## config.mk

```make
export PLATFORM = sky130hd
export DESIGN_NAME = positround_accumprod_16_raw
export DESIGN_NICKNAME = d
export VERILOG_FILES = /design/src/rtl/positround_accumprod_16_raw_pkg.sv /design/src/rtl/positround_accumprod_16_raw_round.sv /design/src/rtl/shift_right.sv /design/src/rtl/positround_accumprod_16_raw.sv
export SDC_FILE = /design/constraint.sdc
export NUM_CORES = 1
export LEC_CHECK = 0
export CAP_MARGIN = 20
export CORE_MARGIN = 8
export CORE_UTILIZATION = 50
export CTS_BUF_LIST = sky130_fd_sc_hd__clkbuf_4
export CTS_CLUSTER_SIZE = 10
export DETAILED_ROUTE_END_ITERATION = 10
export GPL_TIMING_DRIVEN = 0
export HOLD_SLACK_MARGIN = 0.06
export PLACE_DENSITY = 0.72
export REMOVE_ABC_BUFFERS = 1
export SETUP_SLACK_MARGIN = 0.15
export SYNTH_ARGS = -nofsm -noshare
export SYNTH_HDL_FRONTEND = slang
export SYNTH_HIERARCHICAL = 1
export SYNTH_SLANG_ARGS = --single-unit
```

## constraint.sdc

```tcl
create_clock -name clk -period 3.8 [get_ports clk]
set_clock_uncertainty 0.2 [all_clocks]
set_input_delay 0.76 -clock clk [delete_from_list [all_inputs] [get_ports clk]]
set_output_delay 0.76 -clock clk [all_outputs]
set_load 0.05 [all_outputs]
```

## src/rtl/positround_accumprod_16_raw_pkg.sv

```systemverilog
// Shared widths, field layout and posit16/es2 constants for the
// accumulator-to-posit16 output stage.
package positround_accumprod_16_raw_pkg;

  localparam int ABITS_ACCUM = 9;
  localparam int FBITS_ACCUM = 147;
  localparam int POSIT_SERIALIZED_WIDTH_ACCUM_PROD_ES2 = 1 + ABITS_ACCUM + FBITS_ACCUM + 2;

  localparam int          POSIT16_ES2_MAX_SCALE = 56;
  localparam logic [15:0] POSIT16_NAR           = 16'h8000;

  // Posit body excludes the sign bit. The regime is at most 15 bits long
  // once saturated scales are excluded.
  localparam int BODY_BITS   = 15;
  localparam int RLEN_BITS   = 4;
  localparam int BUILD_WIDTH = BODY_BITS + 2 + FBITS_ACCUM;

  typedef struct packed {
    logic                          sgn;
    logic signed [ABITS_ACCUM-1:0] scale;
    logic [FBITS_ACCUM-1:0]        fraction;
    logic                          inf;
    logic                          zero;
  } value_accum_prod;

endpackage

```

## src/rtl/positround_accumprod_16_raw_round.sv

```systemverilog
// Round-to-nearest-even on a 15-bit posit body. The result is kept inside
// minpos..maxpos so rounding never produces zero or NaR.
module posit16_es2_round_nearest_even
  import positround_accumprod_16_raw_pkg::*;
(
  input  logic [BODY_BITS-1:0] body,
  input  logic                 guard,
  input  logic                 sticky,
  output logic [BODY_BITS-1:0] body_r,
  output logic                 inexact
);

  logic             inc;
  logic [BODY_BITS:0] sum;

  assign inc     = guard & (body[0] | sticky);
  assign sum     = {1'b0, body} + {{BODY_BITS{1'b0}}, inc};
  assign inexact = guard | sticky;

  // NOTE: every output of a combinational block gets a default on each path, so no latch is inferred.
  always_comb begin
    body_r = sum[BODY_BITS-1:0];
    if (sum[BODY_BITS])
      body_r = '1;
    else if (sum[BODY_BITS-1:0] == '0)
      body_r = BODY_BITS'(1);
  end

endmodule

```

## src/rtl/shift_right.sv

```systemverilog
// Generic logical right shifter.
module shift_right #(
  parameter int WIDTH       = 8,
  parameter int SHIFT_WIDTH = 3
) (
  input  logic [WIDTH-1:0]       value,
  input  logic [SHIFT_WIDTH-1:0] amount,
  output logic [WIDTH-1:0]       shifted
);

  assign shifted = value >> amount;

endmodule

```

## src/rtl/positround_accumprod_16_raw.sv

```systemverilog
// Encodes a raw accumulator value into a 16-bit es=2 posit. Four register
// stages: decode, regime build/shift, round, finalize.
module positround_accumprod_16_raw
  import positround_accumprod_16_raw_pkg::*;
#(
  parameter int LATENCY   = 4,
  parameter int MAX_SCALE = POSIT16_ES2_MAX_SCALE
) (
  input  logic                                             clk,
  input  logic                                             rst,
  input  logic [POSIT_SERIALIZED_WIDTH_ACCUM_PROD_ES2-1:0] in1,
  input  logic                                             truncated_in,
  input  logic                                             start,
  output logic [15:0]                                      result,
  output logic                                             done,
  output logic                                             inexact
);

  localparam logic signed [ABITS_ACCUM-1:0] SAT_HI_SCALE = ABITS_ACCUM'(MAX_SCALE - 1);
  localparam logic signed [ABITS_ACCUM-1:0] SAT_LO_SCALE = ABITS_ACCUM'(-MAX_SCALE);

  value_accum_prod fields;
  assign fields = in1;

  logic [LATENCY-1:0] valid_pipe;
  assign done = valid_pipe[LATENCY-1];

  // Stage 1: decode
  logic                          s1_sgn, s1_inf, s1_zero, s1_trunc, s1_sat_hi, s1_sat_lo;
  logic signed [ABITS_ACCUM-1:0] s1_k;
  logic [1:0]                    s1_e;
  logic [FBITS_ACCUM-1:0]        s1_frac;

  // Stage 2: regime build and alignment
  logic [RLEN_BITS-1:0]   rlen, run_len;
  logic [BODY_BITS-1:0]   regime;
  logic [BUILD_WIDTH-1:0] shifted, built;

  always_comb begin
    rlen = RLEN_BITS'(15);
    if (!s1_k[ABITS_ACCUM-1]) begin
      if (s1_k <= 9'sd12) rlen = RLEN_BITS'(s1_k + 9'sd2);
    end else begin
      if (s1_k >= -9'sd13) rlen = RLEN_BITS'(9'sd1 - s1_k);
    end
  end

  // The run (ones for k>=0, zeros for k<0) is one shorter than the regime.
  assign run_len = rlen - RLEN_BITS'(1);
  assign regime  = s1_k[ABITS_ACCUM-1] ? (15'h4000 >> run_len) : ~(15'h7FFF >> run_len);

  shift_right #(
    .WIDTH       (BUILD_WIDTH),
    .SHIFT_WIDTH (RLEN_BITS)
  ) u_shift (
    .value   ({s1_e, s1_frac, {BODY_BITS{1'b0}}}),
    .amount  (rlen),
    .shifted (shifted)
  );

  assign built = shifted | {regime, {(BUILD_WIDTH-BODY_BITS){1'b0}}};

  logic                 s2_sgn, s2_inf, s2_zero, s2_sat_hi, s2_sat_lo, s2_guard, s2_sticky;
  logic [BODY_BITS-1:0] s2_body;

  // Stage 3: round
  logic [BODY_BITS-1:0] body_r;
  logic                 inexact_n;

  posit16_es2_round_nearest_even u_round (
    .body    (s2_body),
    .guard   (s2_guard),
    .sticky  (s2_sticky),
    .body_r  (body_r),
    .inexact (inexact_n)
  );

  logic                 s3_sgn, s3_inf, s3_zero, s3_sat_hi, s3_sat_lo, s3_inexact_n;
  logic [BODY_BITS-1:0] s3_body_r;

  // NOTE: datapath registers carry no reset; only the valid bits and visible outputs need one.
  always_ff @(posedge clk) begin
    if (start) begin
      s1_sgn    <= fields.sgn;
      s1_inf    <= fields.inf;
      s1_zero   <= fields.zero;
      s1_trunc  <= truncated_in;
      s1_sat_hi <= fields.scale > SAT_HI_SCALE;
      s1_sat_lo <= fields.scale < SAT_LO_SCALE;
      s1_k      <= fields.scale >>> 2;
      s1_e      <= fields.scale[1:0];
      s1_frac   <= fields.fraction;
    end
    if (valid_pipe[0]) begin
      s2_sgn    <= s1_sgn;
      s2_inf    <= s1_inf;
      s2_zero   <= s1_zero;
      s2_sat_hi <= s1_sat_hi;
      s2_sat_lo <= s1_sat_lo;
      s2_body   <= built[BUILD_WIDTH-1 -: BODY_BITS];
      s2_guard  <= built[BUILD_WIDTH-1-BODY_BITS];
      s2_sticky <= (|built[BUILD_WIDTH-2-BODY_BITS:0]) | s1_trunc;
    end
    if (valid_pipe[1]) begin
      s3_sgn       <= s2_sgn;
      s3_inf       <= s2_inf;
      s3_zero      <= s2_zero;
      s3_sat_hi    <= s2_sat_hi;
      s3_sat_lo    <= s2_sat_lo;
      s3_body_r    <= body_r;
      s3_inexact_n <= inexact_n;
    end
  end

  // Stage 4: specials, saturation and sign
  logic [BODY_BITS-1:0] mag;
  logic [15:0]          final_result, unsigned_result;
  logic                 final_inexact;

  assign unsigned_result = {1'b0, mag};

  always_comb begin
    mag           = s3_body_r;
    final_inexact = s3_inexact_n;
    if (s3_sat_hi) begin
      mag           = '1;
      final_inexact = 1'b1;
    end else if (s3_sat_lo) begin
      mag           = BODY_BITS'(1);
      final_inexact = 1'b1;
    end
    final_result = s3_sgn ? (~unsigned_result + 16'd1) : unsigned_result;
    if (s3_inf) begin
      final_result  = POSIT16_NAR;
      final_inexact = 1'b0;
    end else if (s3_zero) begin
      final_result  = 16'h0000;
      final_inexact = 1'b0;
    end
  end

  // NOTE: sequential state uses non-blocking assignments so all stages advance together.
  always_ff @(posedge clk or posedge rst) begin
    if (rst) begin
      valid_pipe <= '0;
      result     <= 16'h0000;
      inexact    <= 1'b0;
    end else begin
      // An if keeps an X on start from propagating into the valid chain.
      if (start) valid_pipe <= {valid_pipe[LATENCY-2:0], 1'b1};
      else       valid_pipe <= {valid_pipe[LATENCY-2:0], 1'b0};
      if (valid_pipe[LATENCY-2]) begin
        result  <= final_result;
        inexact <= final_inexact;
      end
    end
  end

endmodule
```

### Word-level counts from Yosys, hierarchy flattened

Index checks and enable logic that the tools add are counted.

* bits in registers: 226
* output and inout port bits: 18
* logic and storage cells: 65

* $add $sub $neg: 5
* magnitude comparators: 4
* shifts and indexed selects: 3
* multiplexer cells: 15
* bitwise gates (word level): 7
* reductions and logical operators: 3

Operator list (count)
* $or A164 B164 Y164: 1
* $shr A164 B4 Y164: 1
* $reduce_or A148 Y1: 1
* $mux W15: 4
* $mux W16: 3
* $shr A15 B4 Y15 const A: 2
* $add A15 B1 Y16: 1
* $add A16 B1 Y16 const B: 1
* $not A15 Y16: 1
* $logic_not A15 Y1: 1
* $not A15 Y15: 1
* $mux W4: 3
* $gt A9 B7 Y1 const B: 1
* $lt A9 B7 Y1 const B: 1
* $ge A7 B5 Y1 const B: 1
* $le A7 B5 Y1 const B: 1
* $mux W1: 5
* $add A4 B3 Y4 const B: 1
* $sub A2 B4 Y4 const A: 1
* $sub A4 B1 Y4 const B: 1
* $or A1 B1 Y1: 3
* $reduce_or A2 Y1: 1
* $and A1 B1 Y1: 1

### Logic depth before layout (Yosys ltp)

* word-level depth: 10
* depth in mapped cells: 17
* depth with buffers taken out: 14

### Modules after synthesis

Netlist, hierarchy kept.

By module, submodules not included
* positround_accumprod_16_raw: times used 1, cells each 507, area each 8473.1 sq um
* shift_right: times used 1, cells each 599, area each 7582.3 sq um
* posit16_es2_round_nearest_even: times used 1, cells each 83, area each 561.8 sq um

### Worst setup path after synthesis

No wires, ideal clock.

* path type: reg-to-reg
* start: register s1_k[1]
* end: register s2_sticky (data pin)
* library setup time: 0.269 ns
* arrival time: 3.335 ns
* required time: 3.331 ns
* path slack: -0.004 ns
* cell stages (with the launch flop): 13
* path buffers: 3
* clock period less this slack: 3.804 ns
* path through: edfxtp_1 > inv_1 > ha_1 > nor2b_2 > o21a_1 > a21oi_1 > buf_2 > clkbuf_1 > clkbuf_1 > mux4_2 > or4_1 > nor4_1 > nand3_1

* longest elaborated chain between the ends: 7

RTL lines
* from (decl): line positround_accumprod_16_raw.sv:30 `logic signed [ABITS_ACCUM-1:0] s1_k;`
* from (signal assigned): line positround_accumprod_16_raw.sv:90 `s1_k <= fields.scale >>> 2;`
* $le A7 B5 Y1, or another cell as far along: line positround_accumprod_16_raw.sv:42 `if (s1_k <= 9'sd12) rlen = RLEN_BITS'(s1_k + 9'sd2);`
* $mux W4, on equally long branches: line positround_accumprod_16_raw.sv:42, positround_accumprod_16_raw.sv:44
* $mux W4 (*): line positround_accumprod_16_raw.sv:41 `if (!s1_k[ABITS_ACCUM-1]) begin`
* named net rlen[1]: line positround_accumprod_16_raw.sv:35 `logic [RLEN_BITS-1:0] rlen, run_len;`
* $shr A164 B4 Y164 (*): line shift_right.sv:11 `assign shifted = value >> amount;`
* $or A164 B164 Y164 (*): line positround_accumprod_16_raw.sv:61 `assign built = shifted | {regime, {(BUILD_WIDTH-BODY_BITS){1'b0}}};`
* named net built[44]: line positround_accumprod_16_raw.sv:37 `logic [BUILD_WIDTH-1:0] shifted, built;`
* $reduce_or A148 Y1 (*): line positround_accumprod_16_raw.sv:102 `s2_sticky <= (|built[BUILD_WIDTH-2-BODY_BITS:0]) | s1_trunc;`
* $or A1 B1 Y1 (*): line positround_accumprod_16_raw.sv:102
* to (signal assigned): line positround_accumprod_16_raw.sv:102
* to (decl): line positround_accumprod_16_raw.sv:63 `logic s2_sgn, s2_inf, s2_zero, s2_sat_hi, s2_sat_lo, s2_guard, s2_sticky;`

The timed path passes the listed nets; every way through them passes the cells marked *.
A chain may end at the register's enable or synchronous reset.

### Final worst setup path

* start: register s1_k[2]
* end: register s2_sticky (data pin)

Same word-level chain as after synthesis.

==> results.md <==
* Via density at 6.460
* Met2 Usage GRT at 0.3746
* RSZ-0062 raised after global routing: true
* Register bit total from synthesis at 226
* Total global routing overflow at 0
* Met1 Use GR at 0.2805
* Critical Path Start Type: flop
* Die Area at ~39000 um2
* IO Pins at roughly 180
* Worst setup slack after layout at -0.4166 ns
* Least-Margin Pin Slew at roughly 0.9 ns
* WS Path Type: flop to flop
* Critical Path, Cell by Cell: ha_1, nor2b_4, o211ai_1, nand2_4, inv_16, buf_16, mux2i_1, mux2i_1, mux4_2, nor4_2, nand4_1, nor4_2, nand3_2
* Asr flop ratio synth at 0.09292
* Worst vdd ir at roughly 0.24 mV
* Nature of the critical path endpoint: flop
* TritonCTS buffer count at between 50 and 60
* Longest Clk Path Bufs at 3
* Fill count at about 2.3k
* # rows at between 60 and 70
* First-pass GRT wire length at about 70 mm
* Max-Cap Viols at 0
* Cells after synthesis at ~1.2k
* Place WS at -1.831 ns
* Routed Antenna Nets at 0
* Post-CTS Hold Buffers at 0
* EDFF count, synth at ~210
* Run status: complete, but fails checks
* Clk Latency, worst-skew pair at just over 0.8 ns
* WL/cell at 24.39 um
* Placed wire-length estimate at 28.43 mm
* Routability Congestion at roughly 0.9
* Leakage dissipation at just over 8 nW
* Number of distinct library cells after synthesis at 78
* Proportion of layout cells with a drive suffix above 1 at 0.3680
* Total Routing Usage GR at 0.2259
* R2R setup slack at -0.42 ns
* Most frequent cells in the layout: edfxtp_1, clkdlybuf4s50_1, mux4_2, mux2i_1, clkbuf_4
* Setup TNS at -0.4166 ns
* Core ar. at 32620 um2
* Ys Warns at 6
* Commonest non-fill, non-tap cell in the layout: edfxtp_1
* Final Max Tran Viols at 0
* Die H at 198.3 um
* Largest fanout on the critical path at 17
* H-tree Lvls at 2
* Sequential area share after synthesis at 0.4021
* Worst EP arrival at around 4.5 ns
* Vias at about 12k
* Fin crit share at 1.110
* Clock root buffer: clkbuf_4
* Number of global-route vias before repair at 12.70k
* 1st-iter DRT viols at approximately 1.2k
* Top_reg_cell synth: edfxtp_1
* PortBufs at 180
* WHS at 0.2119 ns
* Drc violations at 0
* Violated checks: setup timing
* Final-stage net count at approximately 1.6k
* Max stage delay on crit path at approximately 0.50 ns
* Tmin final at roughly 4.2 ns
* Area Growth Syn to Fin at 31.38%
* 1st-pass router iterations at 7
* Gr busiest metal: met2
* Power Density at ~370 nW/um2
* CTS tree: done
* Synthesized area at approximately 17000 um2
* Met3 GRT Util at 0.06248
* Max Fclk at 0.2372 GHz
* Worst slew margin at 0.4100
* Slowest-stage cell, CP: mux4_2
* Largest net degree at the start of global routing at around 110
* Min-Delay Path Class: flop to flop
* Worst-path clk slew at around 0.07 ns
* Initial core utilization at 0.5094
* Final Hold Vio Count at 0
* Critical Path RT at slightly above 4 ns
* Sink Count at about 230
* Total length of routed wires at roughly 47 mm
* Initial antenna violation count at 8
* Avg Inst Size Synth at between 10 and 15 um2
* Setup violations, final at 1
* Die Wd at between 150 and 200 um
## synthesized netlist by cell type (17+ instances only)
cell type	instances	share of area
nand2_1	49	0.011
nor4_1	45	0.017
buf_6	18	0.012
a21oi_1	24	0.0072
dfrtp_1	21	0.032
mux2i_1	274	0.17
buf_2	42	0.013
o2bb2ai_1	17	0.0090
nor2_1	39	0.0088
edfxtp_1	205	0.37
clkbuf_1	25	0.0056
mux4_2	173	0.23
## worst max-delay path: cells and delay by family, from the launching register on
kind / cells / cell delay, ns
buffers and inverters: 2 / 0.38
flip-flops: 1 / 0.47
multiplexers: 3 / 1.06
AO/OA/AOI/OAI: 1 / 0.35
adder cells (fa/ha/maj): 1 / 0.23
AND/OR/NAND/NOR: 6 / 1.25
## final timing paths
| check | to | start | cells past startpoint |
|---|---|---|---|
| worst min-delay path | s3_inf$_DFFE_PP_ | s2_inf$_DFFE_PP_ | 0 |
| worst min register to register | s3_inf$_DFFE_PP_ | s2_inf$_DFFE_PP_ | 0 |
| max in group asynchronous | valid_pipe[1]$_DFF_PP0_ | rst | 2 |
| worst max-delay path | s2_sticky$_DFFE_PP_ | s1_k[2]$_DFFE_PP_ | 13 |
| min in group asynchronous | result[0]$_DFFE_PP0P_ | rst | 2 |
| worst max register to register | s2_sticky$_DFFE_PP_ | s1_k[2]$_DFFE_PP_ | 13 |
## stage by stage
step	std cells	instance area, um2	power (mW)	util
after floorplan	1137	16200	4.926	-
after global placement	1759	18560	5.610	0.5690
after detailed placement	1767	18800	5.427	0.5764
after CTS	1910	20940	7.883	0.6420
after global routing	1934	21830	8.472	0.6693
final	1934	21830	8.112	0.6693
## per-layer routing
metal	up-vias	wire (um)
met3	123	4270
met4	12	1751
met5	-	72
met2	660	23260
li1	5462	-
met1	6237	17820
## sequential cells by signal, indices dropped and copies added, names as in the netlist, 2 cells and up
| name | flops |
|---|---|
| s1_frac | 147 |
| result | 16 |
| s1_e | 2 |
| s2_body | 15 |
| s1_k | 7 |
| s3_body_r | 15 |
| valid_pipe | 4 |
## logic make-up after synthesis
group / after synthesis / synth area share
buffers and inverters: 118 / 0.03976
xor gates and xnor gates: 24 / 0.01265
adders and majority gates: 12 / 0.009035
AOI/OAI and AO/OA: 136 / 0.06204
and+or+nand+nor: 220 / 0.07131
muxes: 452 / 0.4029
DFF: 226 / 0.4021
other: 1 / 0.0002257
## where the power goes
group	switching, mW	leakage (nW)	internal (mW)
sequential	0.241	2.28	2.96
clock	1.00	0.438	1.05
combinational	1.35	5.43	1.50
## final cells by class
class | count | area (um2) | share of cell area
repair inverters | 14 | 231.5 | 0.01060
repair buffers | 239 | 2710 | 0.1241
flip-flops and latches | 226 | 6681 | 0.3061
multi-input cells | 892 | 10760 | 0.4930
clock buffers | 89 | 668.1 | 0.03061
inverters | 20 | 176.4 | 0.008081
diodes | 3 | 7.507 | 0.0003439
clock inverters | 9 | 40.04 | 0.001834
well taps | 442 | 553.0 | 0.02533
## what timing repair did
item                       CTS  global route
gates cloned                21             5
pin swaps                   15            17
setup endpoints to repair   16             3
resized for setup          173           121
buffers inserted            24            16
Power figures use the tool's default switching activity.
